## src/rtl/buff_pkg.sv

```systemverilog
// Shared definitions for the sample buffer: occupancy states, window size and address-width helper.
package buff_pkg;

  typedef enum logic [1:0] {
    EMPTY   = 2'd0,
    PARTIAL = 2'd1,
    AVAIL   = 2'd2,
    FULL    = 2'd3
  } buff_state_t;

  localparam int unsigned WIN = 4;

  // Pointer width for a buffer of the given depth; never narrower than one bit.
  function automatic int unsigned addr_w(input int unsigned size);
    return (size <= 1) ? 1 : $clog2(size);
  endfunction

endpackage

```

## src/rtl/buff_ptr.sv

```systemverilog
// Modulo-SIZE pointer with increment enable; wraps naturally since SIZE is a power of two.
module buff_ptr
  import buff_pkg::*;
#(
  parameter int unsigned SIZE = 16,
  localparam int unsigned AW  = addr_w(SIZE)
) (
  input  logic          clk,
  input  logic          rst,
  input  logic          inc,
  output logic [AW-1:0] ptr
);

  always_ff @(posedge clk or posedge rst) begin
    if (rst) begin
      ptr <= '0;
    end else if (inc) begin
      ptr <= ptr + AW'(1);
    end
  end

endmodule

```

## src/rtl/in_to_buff.sv

```systemverilog
// Write-side controller of the circular sample buffer; owns both pointers and occupancy.
// Optional sticky protocol checking is enabled with IN_TO_BUFF_ERR_CHECK_EN.
module in_to_buff
  import buff_pkg::*;
#(
  parameter int unsigned SIZE   = 16,
  parameter int unsigned DATA_W = 8,
  localparam int unsigned AW    = addr_w(SIZE),
  localparam int unsigned CW    = AW + 1
) (
  input  logic              clk,
  input  logic              rst,
  input  logic              in_valid,
  input  logic [DATA_W-1:0] in_data,
  output logic              in_ready,
  output logic              wr_en,
  output logic [AW-1:0]     wr_addr,
  output logic [DATA_W-1:0] wr_data,
  output logic [AW-1:0]     rd_base,
  output logic              win_valid,
  input  logic              rd_advance,
  output logic [CW-1:0]     count,
  output logic              ovf_err
);

  buff_state_t   state;
  buff_state_t   state_nxt;
  logic [CW-1:0] count_nxt;
  logic          push;
  logic          pop;

  // Handshake decode uses registered occupancy only, so no path from rd_advance to in_ready.
  assign in_ready  = (count != CW'(SIZE)) && !rst;
  assign win_valid = (state == AVAIL) || (state == FULL);
  assign push      = in_valid && in_ready;
  assign pop       = rd_advance && win_valid;

  assign wr_en   = push;
  assign wr_data = in_data;

  buff_ptr #(.SIZE(SIZE)) u_wptr (
    .clk (clk),
    .rst (rst),
    .inc (push),
    .ptr (wr_addr)
  );

  buff_ptr #(.SIZE(SIZE)) u_rptr (
    .clk (clk),
    .rst (rst),
    .inc (pop),
    .ptr (rd_base)
  );

  always_comb begin
    count_nxt = count;
    case ({push, pop})
      2'b10:   count_nxt = count + CW'(1);
      2'b01:   count_nxt = count - CW'(1);
      default: count_nxt = count;
    endcase
  end

  // State tracks the occupancy band of the next count.
  always_comb begin
    state_nxt = state;
    if (count_nxt == '0) begin
      state_nxt = EMPTY;
    end else if (count_nxt < CW'(WIN)) begin
      state_nxt = PARTIAL;
    end else if (count_nxt < CW'(SIZE)) begin
      state_nxt = AVAIL;
    end else begin
      state_nxt = FULL;
    end
  end

  always_ff @(posedge clk or posedge rst) begin
    if (rst) begin
      count <= '0;
      state <= EMPTY;
    end else begin
      count <= count_nxt;
      state <= state_nxt;
    end
  end

`ifdef IN_TO_BUFF_ERR_CHECK_EN
  // Sticky flag: producer pushing into a full buffer or reader stepping without a window.
  always_ff @(posedge clk or posedge rst) begin
    if (rst) begin
      ovf_err <= 1'b0;
    end else if ((in_valid && (count == CW'(SIZE))) || (rd_advance && !win_valid)) begin
      ovf_err <= 1'b1;
    end
  end
`else
  assign ovf_err = 1'b0;
`endif

endmodule

```

## config.mk

```make
export PLATFORM = sky130hd
export DESIGN_NAME = in_to_buff
export DESIGN_NICKNAME = d
export VERILOG_FILES = /design/src/rtl/buff_pkg.sv /design/src/rtl/buff_ptr.sv /design/src/rtl/in_to_buff.sv
export SDC_FILE = /design/constraint.sdc
export NUM_CORES = 1
export LEC_CHECK = 0
export BUFFER_PORTS_ARGS = -buffer_cell sky130_fd_sc_hd__buf_2
export CAP_MARGIN = 10
export CORE_MARGIN = 2
export CORE_UTILIZATION = 49
export DETAILED_ROUTE_END_ITERATION = 7
export PLACE_DENSITY_LB_ADDON = 0.1
export SYNTH_ARGS = -nofsm -noshare
export SYNTH_HDL_FRONTEND = slang
export SYNTH_SLANG_ARGS = --single-unit
```

## constraint.sdc

```tcl
create_clock -name clk -period 4.1 [get_ports clk]
set_clock_uncertainty 0.05 [all_clocks]
set_input_delay 1.23 -clock clk [delete_from_list [all_inputs] [get_ports clk]]
set_output_delay 1.23 -clock clk [all_outputs]
set_load 0.005 [all_outputs]
```

==> results.cfg, run 1 <==
[outcome]
run_status = finished, final reports clean

[synth]
synth_area_in_xor_xnor_pct = 8.21
synth-compound-area-share_pct = 8.06
portion_of_netlist_area_occupied_by_mux_cells_pct = 6.45
yosys.cell_types.count = 29
synthesis.yosys.warnings = 0
synth_top_family_by_area = simple AND/OR/NAND/NOR gates
synth_simple_gate_area_share_pct = 13.0
synth.avg_cell_area_um2 = 10.7
synth_adder_area_share_pct = 11.1
synth_fp_nets = 99
ys_seq_elements = 14
netlist_instances = 80
synth_sequential_area_ratio_pct = 41.1
mappedNetlistArea_um2 = 853

[clock_network]
cts-root-buf = clkbuf_4
cts.hold.buffers_added = 0
cts.clk_slew.worst_paths_ns = 0.08
cts_sinks = 14
number_of_buffers_created_by_cts = 3
tritoncts = yes
clk_latency_ns = 0.28
clock_tree.htree_level_count = 1
post_cts_buffers = 0
cts_max_path_buffers = 2
cts.repair.resized = 0

[sta]
worst_pin_slew_ns = 0.500
finalCritPeriodShare_pct = 81.1
setup_tns_ns = 0
unrepaired_setup_endpoints_after_global_routing = false
post-route-min-period_ns = 3.33
clock.fmax_mhz = 301
worst_slew_margin_rel_pct = 66.7
setup_viol_count_final = 0
layout_setup_ws_ns = 0.773
report.final.hold_viol_count = 0
timing_max_transition_violations_final = 0

[setup_path]
crit_arrival_ns = 3.43
criticalPathCategory = primary input to flop
critical_path.startpoint_type = primary input
worstPathMaxFanout = 10
worst-endpoint-required_ns = 4.21
critPathCaptureType = flop

[routing]
detail-route-antenna-nets = 0
via_per_instance_ratio = 5.48
drt_pass1_iterations = 4
drt_wl_total_um = 1460
drt-initial-drc-count = 4
vias = 592
remaining_drc_errors = 0
post_drt_wl_per_cell_um = 13.6

[cells_and_area]
layout-area-overhead-vs-synth_pct = 8.50
antenna-diode-count = 0
fin_area_um2 = 926
drive_gt1_share_pct = 30.8
finalNetCount = 111

[grt]
antenna_found_initial = 0
grt_first_pass_wirelength_um = 2230
grt_util_all_layers_pct = 15.2
grt_max_degree = 15
gr-total-overflow = 0
grt_pass1_vias = 489

[floorplanning]
design.die.area_um2 = 2090
core-area_um2 = 1690
initial_core_util_pct = 50.5
die_x_um = 45.7
num_io_pins = 37
die_h_um = 45.7
fp-row-count = 15

[pwr]
pwr_density_cell_nw_per_um2 = 795
worst_ir_drop_vdd_mv = 0.412
leakagePower_uw = 0.000435

[placement]
gp_congestion = 0.768
hpwl_after_detailed_placement_um = 1140
dpl-instance-area_um2 = 890
port_buffers = 19
place_ws_ns = 0.484

[worst_hold_path]
holdCritPathClass = flop to flop

[run]
drv_cap = 0
-- stage by stage --
| stage | cells | power, µW | hold WS [ns] | util, % |
|---|---|---|---|---|
| 2_1_floorplan | 80 | 530 | 0.418 | - |
| 3_3_place_gp | 104 | 634 | 0.406 | 52.7 |
| 3_5_place_dp | 104 | 644 | 0.412 | 52.7 |
| 4_1_cts | 108 | 743 | 0.424 | 54.8 |
| 5_1_grt | 108 | 810 | 0.437 | 54.8 |
| 6_report | 108 | 736 | 0.415 | 54.8 |
-- worst paths after layout --
path | depth (start not counted) | slack [ns] | from | to
worst max-delay path | 9 | 0.77 | rst | state[1]
worst min-delay path | 1 | 0.42 | u_wptr.ptr[3] | u_wptr.ptr[3]
worst max register to register | 9 | 1.06 | count[0] | state[1]
worst min register to register | 1 | 0.42 | u_wptr.ptr[3] | u_wptr.ptr[3]
max in group asynchronous | 2 | 2.74 | rst | u_rptr.ptr[0]
min in group asynchronous | 2 | 0.92 | rst | u_wptr.ptr[1]
-- state kept, by name, indices dropped and copies added, names as in the netlist --
name / count
count: 5
u_rptr.ptr: 4
u_wptr.ptr: 4
state: 1
-- synthesized netlist by cell type --
cell | number | area share [%]
a2111o_1 | 1 | 1.3
a211oi_1 | 1 | 0.88
a21oi_1 | 4 | 2.3
and2_1 | 1 | 0.73
buf_2 | 1 | 0.59
buf_4 | 9 | 7.9
clkbuf_1 | 2 | 0.88
conb_1 | 1 | 0.44
dfrtp_1 | 14 | 41
fa_1 | 1 | 2.3
ha_1 | 6 | 8.8
inv_1 | 3 | 1.3
inv_2 | 2 | 0.88
mux2_1 | 2 | 2.6
mux2_2 | 2 | 2.6
mux2i_1 | 1 | 1.2
nand2_1 | 4 | 1.8
nand3_1 | 2 | 1.2
nand4_1 | 3 | 2.2
nor2_1 | 2 | 0.88
nor3b_1 | 3 | 2.6
nor4_1 | 1 | 0.73
nor4b_1 | 1 | 1.0
o211ai_2 | 1 | 1.5
o311ai_1 | 2 | 2.1
or3_1 | 1 | 0.73
or4b_1 | 1 | 1.2
xnor2_1 | 5 | 5.1
xor2_1 | 3 | 3.1
-- where the power goes --
| group | internal (µW) | leakage [µW] | switching [µW] | total [µW] |
|---|---|---|---|---|
| clock network | 54.0 | 0.0000210 | 42.7 | 96.8 |
| logic | 182 | 0.000251 | 173 | 355 |
| registers | 211 | 0.000164 | 73.9 | 285 |
| total | 447 | 0.000435 | 289 | 736 |
-- critical path: stages --
cell,delay (ns)
buf_2,0.10
a21oi_1,0.15
nand2_1,0.12
ha_1,0.34
ha_1,0.41
or4b_1,0.49
o311ai_1,0.12
o211ai_2,0.12
or3_1,0.35
-- kinds of logic (layout without fill, tap and decap cells) --
kind of cell               count (synthesis)  count (layout)
and+or+nand+nor                           19              19
buffers and inverters                     17              28
DFF                                       14              14
AOI/OAI and AO/OA                          9               9
xor gates and xnor gates                   8               8
adders and majority gates                  7               7
muxes                                      5               5
other                                      1               1
-- area by class of cell --
type / count / area, µm²
fill: 151 / 763
multi-input combinational: 49 / 404
tap: 17 / 21.3
sequential: 14 / 350
inverter: 5 / 18.8
timing repair buffer: 19 / 95.1
clock buffer: 4 / 36.3
-- routing by layer --
layer / up-vias / GRT usage [%] / wire length, µm / share of wire [%]
met5: - / 0 / 0 / 0
met4: 0 / 1.71 / 0 / 0
met3: 0 / 7.14 / 117 / 8.0
met2: 29 / 21.4 / 659 / 45
met1: 262 / 22.0 / 687 / 47
li1: 301 / - / - / -
-- layout by cell type (no fill, tap or decap), types with 2 or more instances in the layout --
cell type / synthesis / routed
buf_2: 1 / 19
inv_2: 2 / 2
nor3b_1: 3 / 3
nand4_1: 3 / 3
o311ai_1: 2 / 2
a21oi_1: 4 / 4
dfrtp_1: 14 / 14
xnor2_1: 5 / 5
xor2_1: 3 / 3
inv_1: 3 / 3
clkbuf_4: 0 / 3
nand2_1: 4 / 4
mux2_2: 2 / 2
ha_1: 6 / 6
nand3_1: 2 / 2
mux2_1: 2 / 2
nor2_1: 2 / 2
(Power assumes the default switching activity.)
==> run 2: changes to the inputs <==
--- a/config.mk
+++ b/config.mk
@@ -8,7 +8,7 @@
 export BUFFER_PORTS_ARGS = -buffer_cell sky130_fd_sc_hd__buf_2
 export CAP_MARGIN = 10
 export CORE_MARGIN = 2
-export CORE_UTILIZATION = 49
+export CORE_UTILIZATION = 41
 export DETAILED_ROUTE_END_ITERATION = 7
 export PLACE_DENSITY_LB_ADDON = 0.1
 export SYNTH_ARGS = -nofsm -noshare
==> constraint.sdc (replaced) <==
create_clock -name clk -period 2.8 [get_ports clk]
set_clock_uncertainty 0.05 [all_clocks]
set_input_delay 0.84 -clock clk [delete_from_list [all_inputs] [get_ports clk]]
set_output_delay 0.84 -clock clk [all_outputs]
set_load 0.005 [all_outputs]
==> results.cfg, run 2 (synthesized netlist as in run 1, its figures left out) <==
[routing]
detail-route-antenna-nets = 0
drt_pass1_iterations = 3
drt-initial-drc-count = 7
dr.max_layer_used = met4
remaining_drc_errors = 0
wl_met2_um = 828
m1WireLength_um = 688
met3_wirelength_um = 108
vias = 647
post_drt_wl_per_cell_um = 12.8
via_per_instance_ratio = 5.02
drt_wl_total_um = 1660

[run]
drv_cap = 0

[grt]
grt_max_degree = 15
grt_util_all_layers_pct = 15.8
gr-total-overflow = 0
grt_pass1_vias = 653
antenna_found_initial = 0
grt_first_pass_wirelength_um = 2950

[clock_network]
clock_tree.htree_level_count = 1
cts.clk_slew.worst_paths_ns = 0.09
cts_max_path_buffers = 2
cts_sinks = 14
number_of_buffers_created_by_cts = 3
tritoncts = yes
post_cts_buffers = 0
clk_latency_ns = 0.27
cts.repair.resized = 0
cts.hold.buffers_added = 0
cts-root-buf = clkbuf_4

[setup_path]
timing.reg2reg.setup_slack_ns = 0.22
path_cells = buf_2 > a21oi_1 > nand2_1 > ha_4 > ha_4 > or4b_1 > o311ai_1 > o211ai_2 > or3_1
criticalPathCategory = primary input to flop
worst_path_largest_cell_delay_ns = 0.46
critical_path.top_delay_family = simple AND/OR/NAND/NOR gates
critPathCaptureType = flop
cp-startpoint = rst
critical_path.slowest_cell = or4b_1
beginning_of_the_worst_register_to_register_path = count[0]
worstPathBufferInverterCount = 1
worstPathMaxFanout = 5
crit_top_cell = ha_4
worst-endpoint-required_ns = 2.90
crit_arrival_ns = 2.72
ff2ff_path_depth = 9
critical_path.startpoint_type = primary input
critical_r2r_capture = state[1]

[cells_and_area]
largest_reg_flops = 5
finalNetCount = 122
layout.cells.most_common = buf_2
mostFrequentLayoutCells = 19 x buf_2, 14 x dfrtp_1, 11 x buf_4, 5 x xnor2_1
drive_gt1_share_pct = 40.2
largestRegisters = count (5), u_rptr.ptr (4), u_wptr.ptr (4)
finalCoreUtilization_pct = 53.3
max_flop_register = count
antenna-diode-count = 0
layout-area-overhead-vs-synth_pct = 22.6

[floorplanning]
core-area_um2 = 1960
num_io_pins = 37
die_x_um = 49.6
design.die.area_um2 = 2460
initial_core_util_pct = 43.5
fp-row-count = 16
die_h_um = 49.6

[pwr]
pwr_density_cell_nw_per_um2 = 1120
worst_ir_drop_vdd_mv = 0.527
leakagePower_uw = 0.000489
total_power_uw = 1180

[placement]
place_ws_ns = -0.129
hpwl_after_detailed_placement_um = 1370
port_buffers = 19
gp_congestion = 0.737

[sta]
clock.fmax_mhz = 381
timing_max_transition_violations_final = 0
worst_pin_slew_ns = 0.532
layout_setup_ws_ns = 0.179
post-route-min-period_ns = 2.62
setup_tns_ns = 0
unrepaired_setup_endpoints_after_global_routing = false
finalCritPeriodShare_pct = 93.6
worst_slew_margin_rel_pct = 64.5
setup_viol_count_final = 0
report.final.hold_viol_count = 0

[worst_hold_path]
hold_path_end = u_wptr.ptr[3]
hold_path_start = u_wptr.ptr[3]
holdCritPathClass = flop to flop
worstHoldPathCells = 1

[outcome]
run_status = finished, final reports clean
## run 2: cell count changes in the layout (fill, tap and decap cells not counted)
cell,delta
ha_1,-2
ha_4,+2
buf_4,+11
## run 2: where the power goes
part / internal, µW / switching (µW) / leakage, µW
Combinational: 339 / 296 / 0.000305
Sequential: 309 / 88.8 / 0.000164
Clock: 78.9 / 63.2 / 0.0000210
## run 2: routing by layer
| metal | up-vias | global-route usage [%] |
|---|---|---|
| met5 | - | 0 |
| li1 | 316 | - |
| met1 | 306 | 18.2 |
| met4 | 0 | 10.6 |
| met3 | 4 | 2.42 |
| met2 | 21 | 26.9 |
## run 2: cell type report
class                           count  area [µm²]
Clock buffer                        4        36.3
Fill cell                         199         916
Inverter                            5        18.8
Multi-Input combinational cell     49         429
Sequential cell                    14         350
Tap cell                           27        33.8
Timing Repair Buffer               30         178
## run 2: worst max path at each step
stage,end,slack (ns),cells past startpoint
6_report,state[1],0.18,9
3_3_place_gp,state[1],-0.04,9
4_1_cts,state[1],0.17,9
5_1_grt,state[1],0.001,9
3_5_place_dp,state[1],-0.13,9
2_1_floorplan,state[1],0.01,8
## run 2: stage by stage
stage / hold slack (ns) / cells / instance area (µm²)
detailed placement: 0.409 / 125 / 1010
CTS: 0.425 / 129 / 1050
floorplan: 0.418 / 80 / 878
finish: 0.423 / 129 / 1050
global placement: 0.407 / 125 / 1010
global route: 0.436 / 129 / 1050
